===== src/rtl/ldpc_wb_host_pkg.sv =====
// Shared encodings for the LDPC Wishbone host sequencer.
// Contents: command opcodes, response status codes and the FSM state type.
// Used by ldpc_wb_host_seq and visible to any command source that builds requests.
package ldpc_wb_host_pkg;

    // Command opcodes carried on cmd_op
    localparam logic [1:0] OP_WR   = 2'b00;
    localparam logic [1:0] OP_RD   = 2'b01;
    localparam logic [1:0] OP_POLL = 2'b10;
    localparam logic [1:0] OP_ILL  = 2'b11;

    // Response status codes carried on rsp_status
    localparam logic [1:0] ST_OK   = 2'b00;
    localparam logic [1:0] ST_TMO  = 2'b01;
    localparam logic [1:0] ST_EXH  = 2'b10;
    localparam logic [1:0] ST_ILL  = 2'b11;

    typedef enum logic [1:0] {
        S_IDLE = 2'd0,
        S_BUS  = 2'd1,
        S_GAP  = 2'd2,
        S_RESP = 2'd3
    } state_t;

endpackage


===== src/rtl/ldpc_wb_host_seq.sv =====
// Purpose: Wishbone classic initiator executing write/read/poll commands against the LDPC core slave.
// Latency: cyc/stb rise the cycle after command accept; rsp_valid rises the cycle after ack or timeout.
// Backpressure: cmd_ready is low from accept until the cycle after the rsp_valid/rsp_ready handshake.
//
// Ports:
//   wb_clk_i, wb_rst_i         clock, synchronous active-high reset
//   cmd_*  (valid/ready)       command: op, address, data/expected, select, poll mask, max polls
//   rsp_*  (valid/ready)       response: read data, status, number of reads performed
//   wbm_*                      Wishbone classic master port towards the LDPC core
//   busy                       high whenever the sequencer is not idle
module ldpc_wb_host_seq
    import ldpc_wb_host_pkg::*;
#(
    parameter int ADDR_W   = 32,
    parameter int DATA_W   = 32,
    parameter int TIMEOUT  = 255,
    parameter int POLL_GAP = 16,   // must be at least 1
    parameter int CNT_W    = 16
) (
    input  logic                  wb_clk_i,
    input  logic                  wb_rst_i,

    input  logic                  cmd_valid,
    output logic                  cmd_ready,
    input  logic [1:0]            cmd_op,
    input  logic [ADDR_W-1:0]     cmd_adr,
    input  logic [DATA_W-1:0]     cmd_dat,
    input  logic [DATA_W/8-1:0]   cmd_sel,
    input  logic [DATA_W-1:0]     cmd_mask,
    input  logic [CNT_W-1:0]      cmd_max_polls,

    output logic                  rsp_valid,
    input  logic                  rsp_ready,
    output logic [DATA_W-1:0]     rsp_dat,
    output logic [1:0]            rsp_status,
    output logic [CNT_W-1:0]      rsp_polls,

    output logic                  wbm_cyc_o,
    output logic                  wbm_stb_o,
    output logic                  wbm_we_o,
    output logic [DATA_W/8-1:0]   wbm_sel_o,
    output logic [ADDR_W-1:0]     wbm_adr_o,
    output logic [DATA_W-1:0]     wbm_dat_o,
    input  logic                  wbm_ack_i,
    input  logic [DATA_W-1:0]     wbm_dat_i,

    output logic                  busy
);

    // Wait counter must hold TIMEOUT itself; gap counter runs 0..POLL_GAP-1.
    localparam int TMO_W = $clog2(TIMEOUT + 2);
    localparam int GAP_W = $clog2(POLL_GAP + 1);
    localparam logic [TMO_W-1:0] TMO_LAST = TMO_W'(TIMEOUT);
    localparam logic [GAP_W-1:0] GAP_LAST = GAP_W'(POLL_GAP - 1);

    state_t              r_state;
    logic [1:0]          r_op;
    logic [DATA_W-1:0]   r_exp;
    logic [DATA_W-1:0]   r_mask;
    logic [CNT_W-1:0]    r_max;
    logic [CNT_W-1:0]    r_polls;
    logic [TMO_W-1:0]    r_wait;
    logic [GAP_W-1:0]    r_gap;

    logic                w_accept;
    logic                w_rsp_done;
    logic                w_match;
    logic                w_polls_last;
    logic [CNT_W-1:0]    w_polls_inc;

    assign w_accept     = cmd_valid && cmd_ready;
    assign w_rsp_done   = rsp_valid && rsp_ready;
    // Read counter saturates rather than wrapping so a huge poll budget never reports a small count.
    assign w_polls_inc  = (&r_polls) ? r_polls : r_polls + CNT_W'(1);
    assign w_match      = ((wbm_dat_i ^ r_exp) & r_mask) == '0;
    assign w_polls_last = (w_polls_inc == r_max);

    always_ff @(posedge wb_clk_i) begin
        if (wb_rst_i) begin
            r_state    <= S_IDLE;
            r_op       <= OP_WR;
            r_exp      <= '0;
            r_mask     <= '0;
            r_max      <= '0;
            r_polls    <= '0;
            r_wait     <= '0;
            r_gap      <= '0;
            cmd_ready  <= 1'b1;
            rsp_valid  <= 1'b0;
            rsp_dat    <= '0;
            rsp_status <= ST_OK;
            rsp_polls  <= '0;
            wbm_cyc_o  <= 1'b0;
            wbm_stb_o  <= 1'b0;
            wbm_we_o   <= 1'b0;
            wbm_sel_o  <= '0;
            wbm_adr_o  <= '0;
            wbm_dat_o  <= '0;
            busy       <= 1'b0;
        end else begin
            case (r_state)
                S_IDLE: begin
                    if (w_accept) begin
                        r_op      <= cmd_op;
                        r_exp     <= cmd_dat;
                        r_mask    <= cmd_mask;
                        r_max     <= (cmd_max_polls == '0) ? CNT_W'(1) : cmd_max_polls;
                        r_polls   <= '0;
                        r_wait    <= '0;
                        r_gap     <= '0;
                        cmd_ready <= 1'b0;
                        busy      <= 1'b1;
                        if (cmd_op == OP_ILL) begin
                            // Illegal op never touches the bus.
                            r_state    <= S_RESP;
                            rsp_valid  <= 1'b1;
                            rsp_status <= ST_ILL;
                            rsp_dat    <= '0;
                            rsp_polls  <= '0;
                        end else begin
                            r_state   <= S_BUS;
                            wbm_cyc_o <= 1'b1;
                            wbm_stb_o <= 1'b1;
                            wbm_we_o  <= (cmd_op == OP_WR);
                            wbm_sel_o <= cmd_sel;
                            wbm_adr_o <= cmd_adr;
                            wbm_dat_o <= (cmd_op == OP_WR) ? cmd_dat : '0;
                        end
                    end
                end

                S_BUS: begin
                    // Ack is checked before the timeout so a last-cycle ack still completes normally.
                    if (wbm_ack_i) begin
                        wbm_cyc_o <= 1'b0;
                        wbm_stb_o <= 1'b0;
                        r_wait    <= '0;
                        if (r_op == OP_WR) begin
                            r_state    <= S_RESP;
                            rsp_valid  <= 1'b1;
                            rsp_status <= ST_OK;
                            rsp_dat    <= '0;
                            rsp_polls  <= '0;
                        end else begin
                            r_polls <= w_polls_inc;
                            if (r_op == OP_RD || w_match) begin
                                r_state    <= S_RESP;
                                rsp_valid  <= 1'b1;
                                rsp_status <= ST_OK;
                                rsp_dat    <= wbm_dat_i;
                                rsp_polls  <= w_polls_inc;
                            end else if (w_polls_last) begin
                                r_state    <= S_RESP;
                                rsp_valid  <= 1'b1;
                                rsp_status <= ST_EXH;
                                rsp_dat    <= wbm_dat_i;
                                rsp_polls  <= w_polls_inc;
                            end else begin
                                r_state <= S_GAP;
                                r_gap   <= '0;
                            end
                        end
                    end else if (r_wait == TMO_LAST) begin
                        // Wait counter starts at 0 on the first stb cycle, so stb was high TIMEOUT+1 cycles.
                        wbm_cyc_o  <= 1'b0;
                        wbm_stb_o  <= 1'b0;
                        r_wait     <= '0;
                        r_state    <= S_RESP;
                        rsp_valid  <= 1'b1;
                        rsp_status <= ST_TMO;
                        rsp_dat    <= '0;
                        rsp_polls  <= (r_op == OP_WR) ? '0 : r_polls;
                    end else begin
                        r_wait <= r_wait + TMO_W'(1);
                    end
                end

                S_GAP: begin
                    // Gap entry cycle counts as idle cycle 0; stb returns after POLL_GAP idle cycles.
                    if (r_gap == GAP_LAST) begin
                        r_state   <= S_BUS;
                        r_wait    <= '0;
                        wbm_cyc_o <= 1'b1;
                        wbm_stb_o <= 1'b1;
                    end else begin
                        r_gap <= r_gap + GAP_W'(1);
                    end
                end

                S_RESP: begin
                    if (w_rsp_done) begin
                        r_state   <= S_IDLE;
                        rsp_valid <= 1'b0;
                        cmd_ready <= 1'b1;
                        busy      <= 1'b0;
                    end
                end

                default: begin
                    r_state <= S_IDLE;
                end
            endcase
        end
    end

endmodule


===== config.mk =====
export PLATFORM = sky130hd
export DESIGN_NAME = ldpc_wb_host_seq
export DESIGN_NICKNAME = d
export VERILOG_FILES = /design/src/rtl/ldpc_wb_host_pkg.sv /design/src/rtl/ldpc_wb_host_seq.sv
export SDC_FILE = /design/constraint.sdc
export NUM_CORES = 1
export LEC_CHECK = 0
export CAP_MARGIN = 20
export CORE_MARGIN = 2
export CORE_UTILIZATION = 40
export CTS_BUF_LIST = sky130_fd_sc_hd__clkbuf_2 sky130_fd_sc_hd__clkbuf_4 sky130_fd_sc_hd__clkbuf_8
export DETAILED_ROUTE_END_ITERATION = 8
export MAX_ROUTING_LAYER = met4
export PLACE_DENSITY = 0.75
export SYNTH_ARGS = -nofsm -noshare
export SYNTH_HDL_FRONTEND = slang
export SYNTH_SLANG_ARGS = --single-unit

===== constraint.sdc =====
create_clock -name wb_clk_i -period 8 [get_ports wb_clk_i]
set_input_delay 1.2 -clock wb_clk_i [delete_from_list [all_inputs] [get_ports wb_clk_i]]
set_output_delay 1.2 -clock wb_clk_i [all_outputs]
set_load 0.01 [all_outputs]

==> results, run 1 <==
- Counting every net in the synthesized netlist gives 1346.
- The flow ran to the end, and the final reports show no timing, DRC or antenna violations.
- The core region is 24300 µm².
- Static timing analysis puts the maximum clock frequency at 230 MHz.
- The endpoint of the worst register-to-register path is rsp_dat[19]$_SDFFE_PP0P_.
- The root buffer cell is clkbuf_8.
- The total CTS buffers is 41.
- The smallest clock period supported by the final layout is computed as 4.34 ns.
- The Yosys step of the flow raised 0 warnings.
- The number of antenna violations at the first check in global routing is 0.
- The number of stages on the worst hold path is 2.
- The post-synthesis area per instance is 8.35 µm².
- After detailed placement, the total cell area comes to 12900 µm².
- The port buffer count is 278.
- The number of detailed-routing iterations run before antenna repair is 5.
- The worst register-to-register path begins at r_polls[0]$_SDFFE_PP0P_.
- Summed over all cells, the static leakage comes to 4.96 nW.
- The overall die area is 26100 µm².
- The setup-violating endpoint count in the final report is 0.
- Summed over all failing endpoints, the final setup total negative slack is 0 ns.
- Once layout is complete, the utilization of the core stands at 56.6%.
- After floorplanning, the core was divided into 57 placement rows.
- The cell type with the highest aggregate area in the netlist is dfxtp_1.
- The share of synthesized area occupied by flip-flops and latches is 47.9%.
- The layer with the highest usage after global routing is met2.
- The critical path data arrival time is 4.82 ns.
- The worst slew margin relative to its limit is 31.6%.
- The clock sink count is 237.
- The first global-routing pass estimated 49600 µm of wire.
- The share of flip-flops with an asynchronous set or reset after synthesis is 0%.
- The detail route stage leaves a number of antenna-violating nets equal to 0.
- The worst hold path begins at r_wait[8]$_SDFFE_PP0P_.
- The die is 161 µm tall.
- The flop and latch count out of synthesis is 237.
- Wires add up to 31500 µm.
- The met3 track demand over resource in global routing is 5.65%.
- The worst setup path is of the register to register kind.
- The worst setup path is launched from a register.
- The number of global-route vias before repair is 9260.
- The number of violations of the max-capacitance limit is 0.
- The later pin in the worst-skew pair is clocked with a latency of 0.55 ns.
- Relative to the synthesized area, the layout overhead comes to 38.9%.
- The primary flip-flop cell chosen by synthesis mapping is dfxtp_1.
- For this design the ratio of total power to cell area is 221 nW/µm².
- Measured in cells, the most critical reg-to-reg path has a length of 9.
- For this run, global-route usage on met1 was measured as 29.9%.
- The critical path goes through ha_1 > nand3_1 > nor3_1 > nand2_1 > o211a_1 > nor4_1 > a41oi_1 > a21oi_4 > a32o_1.
- In the routed design, unresolved DRC markers number 0.
- The setup slack at placement is 3.62 ns.
- The largest net degree at the start of global routing is 89.
- The synthesized netlist contains 60 unique library cells.
- The synthesized instance count is 1187.
- The TritonCTS clock tree is done.
- The tightest min-delay check is of the register to register type.
- The post-cts hold buffer count is 0.
- The number of levels in the clock H-tree is 2.
- The terminating pin of the worst hold path is r_wait[8]$_SDFFE_PP0P_.
- The clock-pin slew on the worst setup and hold paths is 0.06 ns.
- The number of gates resized after CTS is 0.
- The synthesized design contains 0 enable-type register cells.
- For this run, the slowest stage of the critical path takes 0.89 ns.
- The clock passes through at most 3 buffers.
- The setup slack on the worst flop-to-flop path is 3.66 ns.
- The hold violation count in the final report is 0.
- The share of the synthesized area in the top cell type is 47.9%.
- Dividing the detail-routed wire length by the instance count gives 17.7 µm.
- Of all nets on the critical path, the largest fanout is 32.
- The worst voltage drop across the vdd grid is 0.000168 V.
- Summing every instance area after synthesis gives 9910 µm².
- In the global route stage, met2 resource usage came out at 39.2%.
- For this design, the slowest cell found on the critical path is a21oi_4.
- Cells with a size suffix above 1 make up 6.84% of the layout.
- Sorting the synthesized cells by area gives the leading types as dfxtp_1, nand2_1, a21oi_1.
- At the end of the flow, the number of nets in the layout was 1591.
- The number of pins with negative max-slew slack in the final report is 0.
- The endpoint kind of the worst setup timing path is a register.
- 279 I/O pins were placed.
- The number of antenna cells inserted is 0.
- The buffer count from post-CTS setup fixing is 0.
- Across the routed clock network, the largest skew measured is 0.0168 ns.
- The initial core utilization is 40.8%.
- For the pin with the worst max-slew slack, the measured transition is 1.02 ns.
- Summing all non-filler instances in the final layout gives an area of 13800 µm².
- Setup slack closes at 3.66 ns.
- Detailed placement finished with a half-perimeter wire length of 21800 µm.
- At the end of routability-driven placement, the weighted congestion stood at 0.925.
- Summing over every cut layer, the via total after detailed routing is 9608.
- The share of the clock period used by the worst path is 54.2%.
- The residual overflow from global routing is 0.
- Setup repair after global routing left no endpoint under its margin.
- The floorplan step set the die width to 161 µm.
- The data required time of the critical path is 8.48 ns.
- The total routing usage reported by global routing is 24.4%.
- Using the TritonRoute via totals, the vias-per-cell ratio works out to 5.38.
- After the first detailed-routing iteration, the DRC count stood at 675.
## layout make-up
cell class              count  area (µm²)
clock buffers              67         822
clock inverters             5        60.1
fillers                  2185       10600
inverters                  11        41.3
multi-input cells         853        4810
flip-flops and latches    237        4740
well taps                 324         405
repair buffers            288        2880
## worst max-delay path: cells and delay by family, from the launching register on
| family | cells | cell delay [ns] |
|---|---|---|
| AOI/OAI and AO/OA | 4 | 1.63 |
| adders and majority gates | 1 | 0.30 |
| DFF | 1 | 0.52 |
| and+or+nand+nor | 4 | 1.81 |
## registers in the layout, indices dropped and copies added (netlist names), 16 cells and up
register and count:
r_exp 32, r_mask 32, rsp_dat 32, wbm_adr_o 32, wbm_dat_o 32, r_max 16
r_polls 16, rsp_polls 16
## layout by cell type (no fill, tap or decap), types with 3 or more instances in the layout
| cell | n |
|---|---|
| a211oi_1 | 5 |
| a21oi_1 | 145 |
| a22oi_1 | 53 |
| a311oi_1 | 4 |
| a31oi_1 | 9 |
| a32o_1 | 48 |
| a41oi_1 | 5 |
| and3_1 | 11 |
| and4_1 | 3 |
| buf_4 | 9 |
| clkbuf_4 | 16 |
| clkbuf_8 | 51 |
| clkdlybuf4s50_1 | 277 |
| dfxtp_1 | 237 |
| ha_1 | 4 |
| inv_1 | 10 |
| mux2_2 | 3 |
| mux2i_1 | 4 |
| nand2_1 | 272 |
| nand2b_1 | 6 |
| nand3_1 | 19 |
| nand4_1 | 15 |
| nor2_1 | 82 |
| nor2b_1 | 4 |
| nor3_1 | 21 |
| nor3_2 | 3 |
| nor4_1 | 9 |
| o21ai_0 | 24 |
| or3_1 | 3 |
| or4_1 | 3 |
| xnor2_1 | 17 |
| xor2_1 | 43 |
## report_power, final
group	total [mW]	internal, mW	switching [mW]
combinational	0.548	0.234	0.314
sequential	1.32	1.26	0.0617
clock	1.17	0.681	0.488
## synthesized netlist by cell type (2+ instances only)
cell type and count:
a31oi_1 9, and3_1 11, nand4_1 15, and2_1 2, a22oi_1 53, or4_1 3
nor2b_1 4, o21a_1 2, buf_6 2, nand2b_1 6, mux2i_1 4, buf_2 12
o31ai_1 2, a21oi_1 146, clkbuf_1 70, nor2_1 82, nand3_1 20, and4_1 3
nor4_1 9, or3_1 3, nand3_2 2, xor2_1 43, a32o_1 48, o211ai_1 2
ha_1 4, buf_4 2, inv_1 10, nor3_1 23, dfxtp_1 237, nand2_1 273
a311oi_1 4, xnor2_1 17, a41oi_1 5, a21oi_2 2, mux2_2 3, o32ai_1 2
o211a_1 2, a211oi_1 5, o21ai_0 24
## per-stage QoR
step	hold WS (ns)	total power [mW]	std cells
6_report	0.448	3.04	1785
5_1_grt	0.467	3.19	1785
4_1_cts	0.444	3.06	1784
3_5_place_dp	0.434	1.89	1712
3_3_place_gp	0.419	1.88	1712
2_1_floorplan	0.412	1.63	1187
## worst max path at each step
| stage | start | endpoint | depth (start not counted) |
|---|---|---|---|
| 2_1_floorplan | r_polls[1]$_SDFFE_PP0P_ | rsp_dat[18]$_SDFFE_PP0P_ | 11 |
| 3_3_place_gp | wbm_dat_i[25] | rsp_dat[13]$_SDFFE_PP0P_ | 9 |
| 3_5_place_dp | wbm_dat_i[25] | rsp_dat[16]$_SDFFE_PP0P_ | 9 |
| 4_1_cts | r_polls[0]$_SDFFE_PP0P_ | rsp_dat[2]$_SDFFE_PP0P_ | 9 |
| 5_1_grt | r_polls[0]$_SDFFE_PP0P_ | rsp_dat[2]$_SDFFE_PP0P_ | 9 |
| 6_report | r_polls[0]$_SDFFE_PP0P_ | rsp_dat[19]$_SDFFE_PP0P_ | 9 |
## cells by family (layout without fill, tap and decap cells)
logic type	Yosys count	in the layout	share of synthesized area (%)
fa+ha+maj	4	4	0.505
buf+inv	97	371	4.05
simple gates	464	464	20.3
xor+xnor	60	60	5.30
flops	237	237	47.9
mux	7	7	0.745
compound gates	318	318	21.2
## metal layers
layer | vias to the layer above | wire length, µm
met5 | - | 0
met4 | 0 | 1090
met3 | 78 | 2400
met2 | 347 | 15000
met1 | 4503 | 13000
li1 | 4680 | -
(Power assumes the default switching activity.)
==> inputs of run 2 (changes only) <==
==> constraint.sdc (replaced) <==
create_clock -name wb_clk_i -period 4.1 [get_ports wb_clk_i]
set_input_delay 0.615 -clock wb_clk_i [delete_from_list [all_inputs] [get_ports wb_clk_i]]
set_output_delay 0.615 -clock wb_clk_i [all_outputs]
set_load 0.01 [all_outputs]
==> results, run 2 (same netlist as run 1, synthesis figures left out) <==
- The top-level port count is 279 (unchanged).
- The area growth from synthesis to layout is 40.0% (was 38.9%).
- The transition time at the pin with the least slew margin is 0.949 ns (was 1.02 ns).
- The leakage power summed over all cells came to 5.04 nW (was 4.96 nW).
- The hold violation count in the final report is 0 (unchanged).
- The final critical delay including setup and external delays is 3.56 ns (was 4.34 ns).
- The worst hold margin is 0.442 ns (was 0.448 ns).
- The post-DP HPWL is 23000 µm (was 21800 µm).
- The horizontal die dimension came to 161 µm (unchanged).
- The wire length per cell was 18.2 µm (was 17.7 µm).
- The internal portion of total power is 4.22 mW (was 2.17 mW).
- The clock-pin slew on the worst setup and hold paths is 0.06 ns (about the same).
- The setup slack on the worst flop-to-flop path is 0.54 ns (was 3.66 ns).
- The startpoint type of the worst setup path was a register (unchanged).
- The number of pins with negative max-slew slack in the final report is 0 (unchanged).
- The critical setup path kind is register to register (unchanged).
- The via-per-instance ratio came to 5.42 (was 5.38).
- The power density over the cells is 428 nW/µm² (was 221 nW/µm²).
- The maximum number of buffers from clock root to sink is 3 (unchanged).
- The highest achievable clock rate is 281 MHz (was 230 MHz).
- The vertical die dimension is 161 µm (unchanged).
- The area occupied by registers was 4740 µm² (unchanged).
- The worst slew margin relative to its limit was 36.7% (was 31.6%).
- The via count is 9762 (was 9608).
- The total CTS buffers came to 42 (was 41).
- The area taken by multi-input logic gates is 4810 µm² (unchanged).
- The floorplan row count is 57 (unchanged).
- The post-cts hold buffer count was 0 (unchanged).
- The leading cell type in the layout, fill and taps excluded is clkdlybuf4s50_1 (unchanged).
- The worst reg2reg path startpoint is r_polls[0]$_SDFFE_PP0P_ (unchanged).
- The number of levels in the clock H-tree is 2 (unchanged).
- The logic gate share of total power is 18.3% (was 18.0%).
- The starting DRC count in detailed routing is 677 (was 675).
- The clock sink count came to 237 (unchanged).
- The number of antenna violations at the first check in global routing is 1 (was 0).
- The final-layout fill cell count came to 2188 (was 2185).
- The worst voltage drop across the vdd grid is 0.000248 V (was 0.000168 V).
- The terminating pin of the worst hold path is r_wait[8]$_SDFFE_PP0P_ (unchanged).
- The largest net degree at the start of global routing came to 115 (was 89).
- The residual overflow from global routing was 0 (unchanged).
- The worst min-delay path category is register to register (unchanged).
- The launch instance of the worst min-delay path is r_wait[8]$_SDFFE_PP0P_ (unchanged).
- The critical path data arrival time came to 3.99 ns (was 4.82 ns).
- The setup TNS after final layout came to 0 ns (unchanged).
- The number of detailed-routing iterations run before antenna repair was 5 (unchanged).
- The net load switching power is 1.72 mW (was 864 µW).
- The root buffer cell is clkbuf_8 (unchanged).
- The number of stages on the worst hold path is 2 (unchanged).
- The weighted congestion at the end of routability-driven global placement was 0.950 (was 0.925).
- The endpoint of the worst register-to-register path is rsp_dat[4]$_SDFFE_PP0P_ (was rsp_dat[19]$_SDFFE_PP0P_).
- The buffer count from post-CTS setup fixing is 0 (unchanged).
- The share of post-route cells with drive strength above 1 came to 7.73% (was 6.84%).
- The TritonCTS clock tree is done (unchanged).
- The post-route DRC violation count is 0 (unchanged).
- The overall die area is 26100 µm² (unchanged).
- The endpoint kind of the worst setup timing path is a register (unchanged).
- The number of cells traversed by the worst register-to-register path came to 10 (was 9).
- The number of gates resized after CTS is 0 (unchanged).
- The switching power share of the total is 29.0% (was 28.4%).
- The count of nets left with antenna violations after detail routing is 0 (unchanged).
- The register share of total power is 43.4% (was 43.5%).
- The critical path startpoint is r_polls[0]$_SDFFE_PP0P_ (unchanged).
- The final wirelength is 32800 µm (was 31500 µm).
- The total routing usage reported by global routing is 25.1% (was 24.4%).
- The highest net fanout along the worst path is 32 (unchanged).
- RSZ-0062 raised after global routing: false (unchanged).
- The number of global-route vias before repair is 9315 (was 9260).
- The port buffer count is 278 (unchanged).
- The initial core utilization was 40.8% (unchanged).
- The floorplan core area is 24300 µm² (unchanged).
- The net total in the final layout is 1605 (was 1591).
- The first-pass GRT wire length is 50700 µm (was 49600 µm).
- The worst-skew pair later-pin latency is 0.56 ns (was 0.55 ns).
- The worst setup skew after layout is 0.0339 ns (was 0.0168 ns).
- The power share of the clock group came to 38.3% (was 38.5%).
- The setup-violating endpoint count in the final report is 0 (unchanged).
- The number of violations of the max-capacitance limit came to 0 (unchanged).
- Commonest non-fill, non-tap cells in the layout: clkdlybuf4s50_1, nand2_1, dfxtp_1 (unchanged).
- Run status: completed (unchanged).
- The data required time of the critical path is 4.52 ns (was 8.48 ns).
- The share of the clock period used by the worst path was 86.9% (was 54.2%).
## run 2: metal layers
metal	share of wire [%]	global-route usage, %	up-vias	routed length (µm)
met5	0	-	-	0
met3	7.4	5.86	56	2430
li1	-	-	4717	-
met2	48	40.9	359	15700
met1	42	31.1	4630	13900
met4	2.4	7.51	0	803
## run 2: worst max path at each step
stage	end	slack [ns]
2_1_floorplan	rsp_polls[6]$_SDFFE_PP0P_	1.0
3_3_place_gp	rsp_dat[13]$_SDFFE_PP0P_	0.75
3_5_place_dp	rsp_dat[20]$_SDFFE_PP0P_	0.67
4_1_cts	rsp_dat[4]$_SDFFE_PP0P_	0.65
5_1_grt	rsp_dat[2]$_SDFFE_PP0P_	0.36
6_report	rsp_dat[4]$_SDFFE_PP0P_	0.54
## run 2: stage by stage
| step | area [µm²] | cells | total power [mW] | worst slack, ns | util, % |
|---|---|---|---|---|---|
| 4_1_cts | 13900 | 1799 | 6.00 | 0.652 | 57.1 |
| 5_1_grt | 13900 | 1800 | 6.22 | 0.356 | 57.1 |
| 3_5_place_dp | 13000 | 1726 | 3.71 | 0.671 | 53.5 |
| 2_1_floorplan | 9910 | 1187 | 3.19 | 0.997 | - |
| 6_report | 13900 | 1800 | 5.94 | 0.537 | 57.1 |
| 3_3_place_gp | 13000 | 1726 | 3.70 | 0.754 | 53.5 |
## run 2: worst max-delay path, cell delays in order, from the launching register on
cell and delay, ns:
dfxtp_1 0.47, ha_1 0.27, and3_1 0.38, nand3_1 0.15
or4_1 0.49, nand4_1 0.11, nor4bb_1 0.54, a41o_1 0.34
o21ai_4 0.18, buf_12 0.22, a32o_1 0.26
## run 2: cell type report
class                   count  area share (%)
multi-input cells         853            34.7
flip-flops and latches    237            34.2
repair buffers            301            21.6
clock buffers              63            5.66
well taps                 324            2.92
clock inverters            10           0.685
inverters                  11           0.297
diodes                      1          0.0180
## run 2: power groups by stage
stage	clock, mW	combinational (mW)	sequential (mW)
detailed placement	0	1.09	2.63
global placement	0	1.08	2.62
floorplan	0	0.576	2.61
global route	2.43	1.19	2.59
CTS	2.32	1.10	2.58
finish	2.28	1.09	2.58
==> inputs of run 3 (changes only) <==
--- a/config.mk
+++ b/config.mk
@@ -12,6 +12,7 @@
 export DETAILED_ROUTE_END_ITERATION = 8
 export MAX_ROUTING_LAYER = met4
 export PLACE_DENSITY = 0.75
+export SKIP_LAST_GASP = 1
 export SYNTH_ARGS = -nofsm -noshare
 export SYNTH_HDL_FRONTEND = slang
 export SYNTH_SLANG_ARGS = --single-unit
==> constraint.sdc (replaced) <==
create_clock -name wb_clk_i -period 4.5 [get_ports wb_clk_i]
set_input_delay 0.675 -clock wb_clk_i [delete_from_list [all_inputs] [get_ports wb_clk_i]]
set_output_delay 0.675 -clock wb_clk_i [all_outputs]
set_load 0.01 [all_outputs]
==> results, run 3 (same netlist as run 1, synthesis figures left out) <==
- The via-per-instance ratio is 5.48 (was 5.42).
- The final critical delay including setup and external delays is 3.89 ns (was 3.56 ns).
- RSZ-0062 raised after global routing: false (unchanged).
- The wire length per cell is 18.2 µm (about the same).
- The highest-delay cell along the critical path is o21ai_4 (was nor4bb_1).
- The residual overflow from global routing is 0 (unchanged).
- The weighted congestion at the end of routability-driven global placement is 0.991 (was 0.950).
- The final wirelength came to 32600 µm (was 32800 µm).
- The TritonCTS clock tree is done (unchanged).
- The highest achievable clock rate is 257 MHz (was 281 MHz).
- The clock sink count came to 237 (unchanged).
- The number of detailed-routing iterations run before antenna repair is 6 (was 5).
- The setup slack at placement is 0.680 ns (was 0.671 ns).
- The leakage power summed over all cells was 4.96 nW (was 5.04 nW).
- The number of antenna violations at the first check in global routing is 3 (was 1).
- The setup-violating endpoint count in the final report is 0 (unchanged).
- The number of gates resized after CTS was 0 (unchanged).
- Cells traversed along the worst timing path: ha_1 > nand3_1 > nor4_1 > buf_4 > nand3_1 > o32ai_1 > nor4_1 > a41o_1 > o21ai_4 > buf_4 > a32o_1 (was ha_1 > and3_1 > nand3_1 > or4_1 > nand4_1 > nor4bb_1 > a41o_1 > o21ai_4 > buf_12 > a32o_1).
- The worst min-delay path category was register to register (unchanged).
- The delay of the slowest cell on the worst path is 0.74 ns (was 0.54 ns).
- The count of nets left with antenna violations after detail routing was 0 (unchanged).
- The number of pins with negative max-slew slack in the final report is 0 (unchanged).
- The overall die area was 26100 µm² (unchanged).
- The number of levels in the clock H-tree came to 2 (unchanged).
- The initial core utilization came to 40.8% (unchanged).
- The number of cells in the design after placement was 1721 (was 1726).
- The critical path startpoint is r_polls[0]$_SDFFE_PP0P_ (unchanged).
- The worst-skew pair later-pin latency is 0.56 ns (about the same).
- The top-level port count came to 279 (unchanged).
- The first-pass GRT wire length is 50400 µm (was 50700 µm).
- The setup TNS after final layout was 0 ns (unchanged).
- The finished layout cell area is 13700 µm² (was 13900 µm²).
- The share of the clock period used by the worst path is 86.5% (was 86.9%).
- The power density over the cells was 384 nW/µm² (was 428 nW/µm²).
- The amount of wire on met2 after detailed routing is 15400 µm (was 15700 µm).
- The launch instance of the worst min-delay path is r_wait[8]$_SDFFE_PP0P_ (unchanged).
- The largest net degree at the start of global routing is 115 (unchanged).
- The worst reg2reg path startpoint is r_polls[0]$_SDFFE_PP0P_ (unchanged).
- The post-cts hold buffer count came to 0 (unchanged).
- The cell area after placement is 12900 µm² (was 13000 µm²).
- The post-DP HPWL is 22800 µm (was 23000 µm).
- The wire length on met3 was 2550 µm (was 2430 µm).
- The buffer count from post-CTS setup fixing is 0 (unchanged).
- The worst slew margin relative to its limit is 37.3% (was 36.7%).
- The clock-pin slew on the worst setup and hold paths is 0.06 ns (about the same).
- The vertical die dimension is 161 µm (unchanged).
- The maximum number of buffers from clock root to sink is 3 (unchanged).
- The post-route DRC violation count is 0 (unchanged).
- The final non-filler cell total is 1793 (was 1800).
- The worst voltage drop across the vdd grid is 0.000303 V (was 0.000248 V).
- The area growth from synthesis to layout is 38.6% (was 40.0%).
- The critical path data arrival time was 4.39 ns (was 3.99 ns).
- The number of global-route vias before repair was 9422 (was 9315).
- The hold violation count in the final report is 0 (unchanged).
- The share of post-route cells with drive strength above 1 is 7.10% (was 7.73%).
- The data required time of the critical path is 4.99 ns (was 4.52 ns).
- The critical setup path kind was register to register (unchanged).
- The floorplan row count is 57 (unchanged).
- The total routing usage reported by global routing was 25.0% (was 25.1%).
- Run status: completed (unchanged).
- The root buffer cell is clkbuf_8 (unchanged).
- The starting DRC count in detailed routing is 773 (was 677).
- The port buffer count is 278 (unchanged).
- The met1 wire length is 13700 µm (was 13900 µm).
- The endpoint kind of the worst setup timing path is a register (unchanged).
- Commonest non-fill, non-tap cells in the layout: clkdlybuf4s50_1, nand2_1, dfxtp_1 (unchanged).
- The leading cell type in the layout, fill and taps excluded is clkdlybuf4s50_1 (unchanged).
- The worst setup skew after layout is 0.0295 ns (was 0.0339 ns).
- The least setup slack across all paths after layout is 0.606 ns (was 0.537 ns).
- The startpoint type of the worst setup path is a register (unchanged).
- The total CTS buffers was 41 (was 42).
- The floorplan core area is 24300 µm² (unchanged).
- The highest net fanout along the worst path came to 30 (was 32).
- The horizontal die dimension is 161 µm (unchanged).
- The net total in the final layout is 1599 (was 1605).
- The transition time at the pin with the least slew margin came to 0.936 ns (was 0.949 ns).
- The via count is 9827 (was 9762).
- The uppermost metal layer occupied by signal nets is met4 (unchanged).
- The number of violations of the max-capacitance limit is 0 (unchanged).
run 3: changes by cell type in the layout (fill, tap and decap cells not counted), sizes merged:
cell,previous run,this run
buf,24,19
bufinv,1,0
clkinv,8,4
clkinvlp,1,0
diode,1,4
inv,11,12
run 3: critical path, delay by kind of cell, from the launching register on:
family | cells | cell delay, ns
AOI/OAI and AO/OA | 4 | 1.61
and+or+nand+nor | 4 | 0.91
adders and majority gates | 1 | 0.28
DFF | 1 | 0.47
buffers and inverters | 2 | 0.56
run 3: power by group:
group | switching [mW] | leakage [nW] | internal (mW)
logic | 0.570 | 2.61 | 0.415
registers | 0.109 | 1.93 | 2.24
clock network | 0.873 | 0.431 | 1.07
run 3: layout make-up:
class | instances | area, µm²
clock buffers | 63 | 761
inverters | 11 | 41.3
multi-input cells | 853 | 4810
flip-flops and latches | 237 | 4740
fillers | 2231 | 10600
diodes | 4 | 10.0
clock inverters | 5 | 35.0
well taps | 324 | 405
repair buffers | 296 | 2930
run 3: worst paths after layout:
path | endpoint | slack [ns] | cells after the start
max | rsp_dat[14]$_SDFFE_PP0P_ | 0.61 | 11
max reg2reg | rsp_dat[14]$_SDFFE_PP0P_ | 0.61 | 11
min | r_wait[8]$_SDFFE_PP0P_ | 0.45 | 2
min reg2reg | r_wait[8]$_SDFFE_PP0P_ | 0.45 | 2
run 3: through the flow:
step | util (%) | hold WS [ns] | total power, mW
after floorplan | - | 0.412 | 2.91
after global placement | 53.2 | 0.419 | 3.36
after detailed placement | 53.2 | 0.434 | 3.38
after CTS | 56.5 | 0.441 | 5.33
after global routing | 56.5 | 0.474 | 5.52
final | 56.5 | 0.448 | 5.28
run 3: routing by layer:
metal,vias up,track usage [%]
met5,-,-
met4,0,9.66
met3,81,5.44
met2,413,39.8
met1,4624,31.0
li1,4709,-
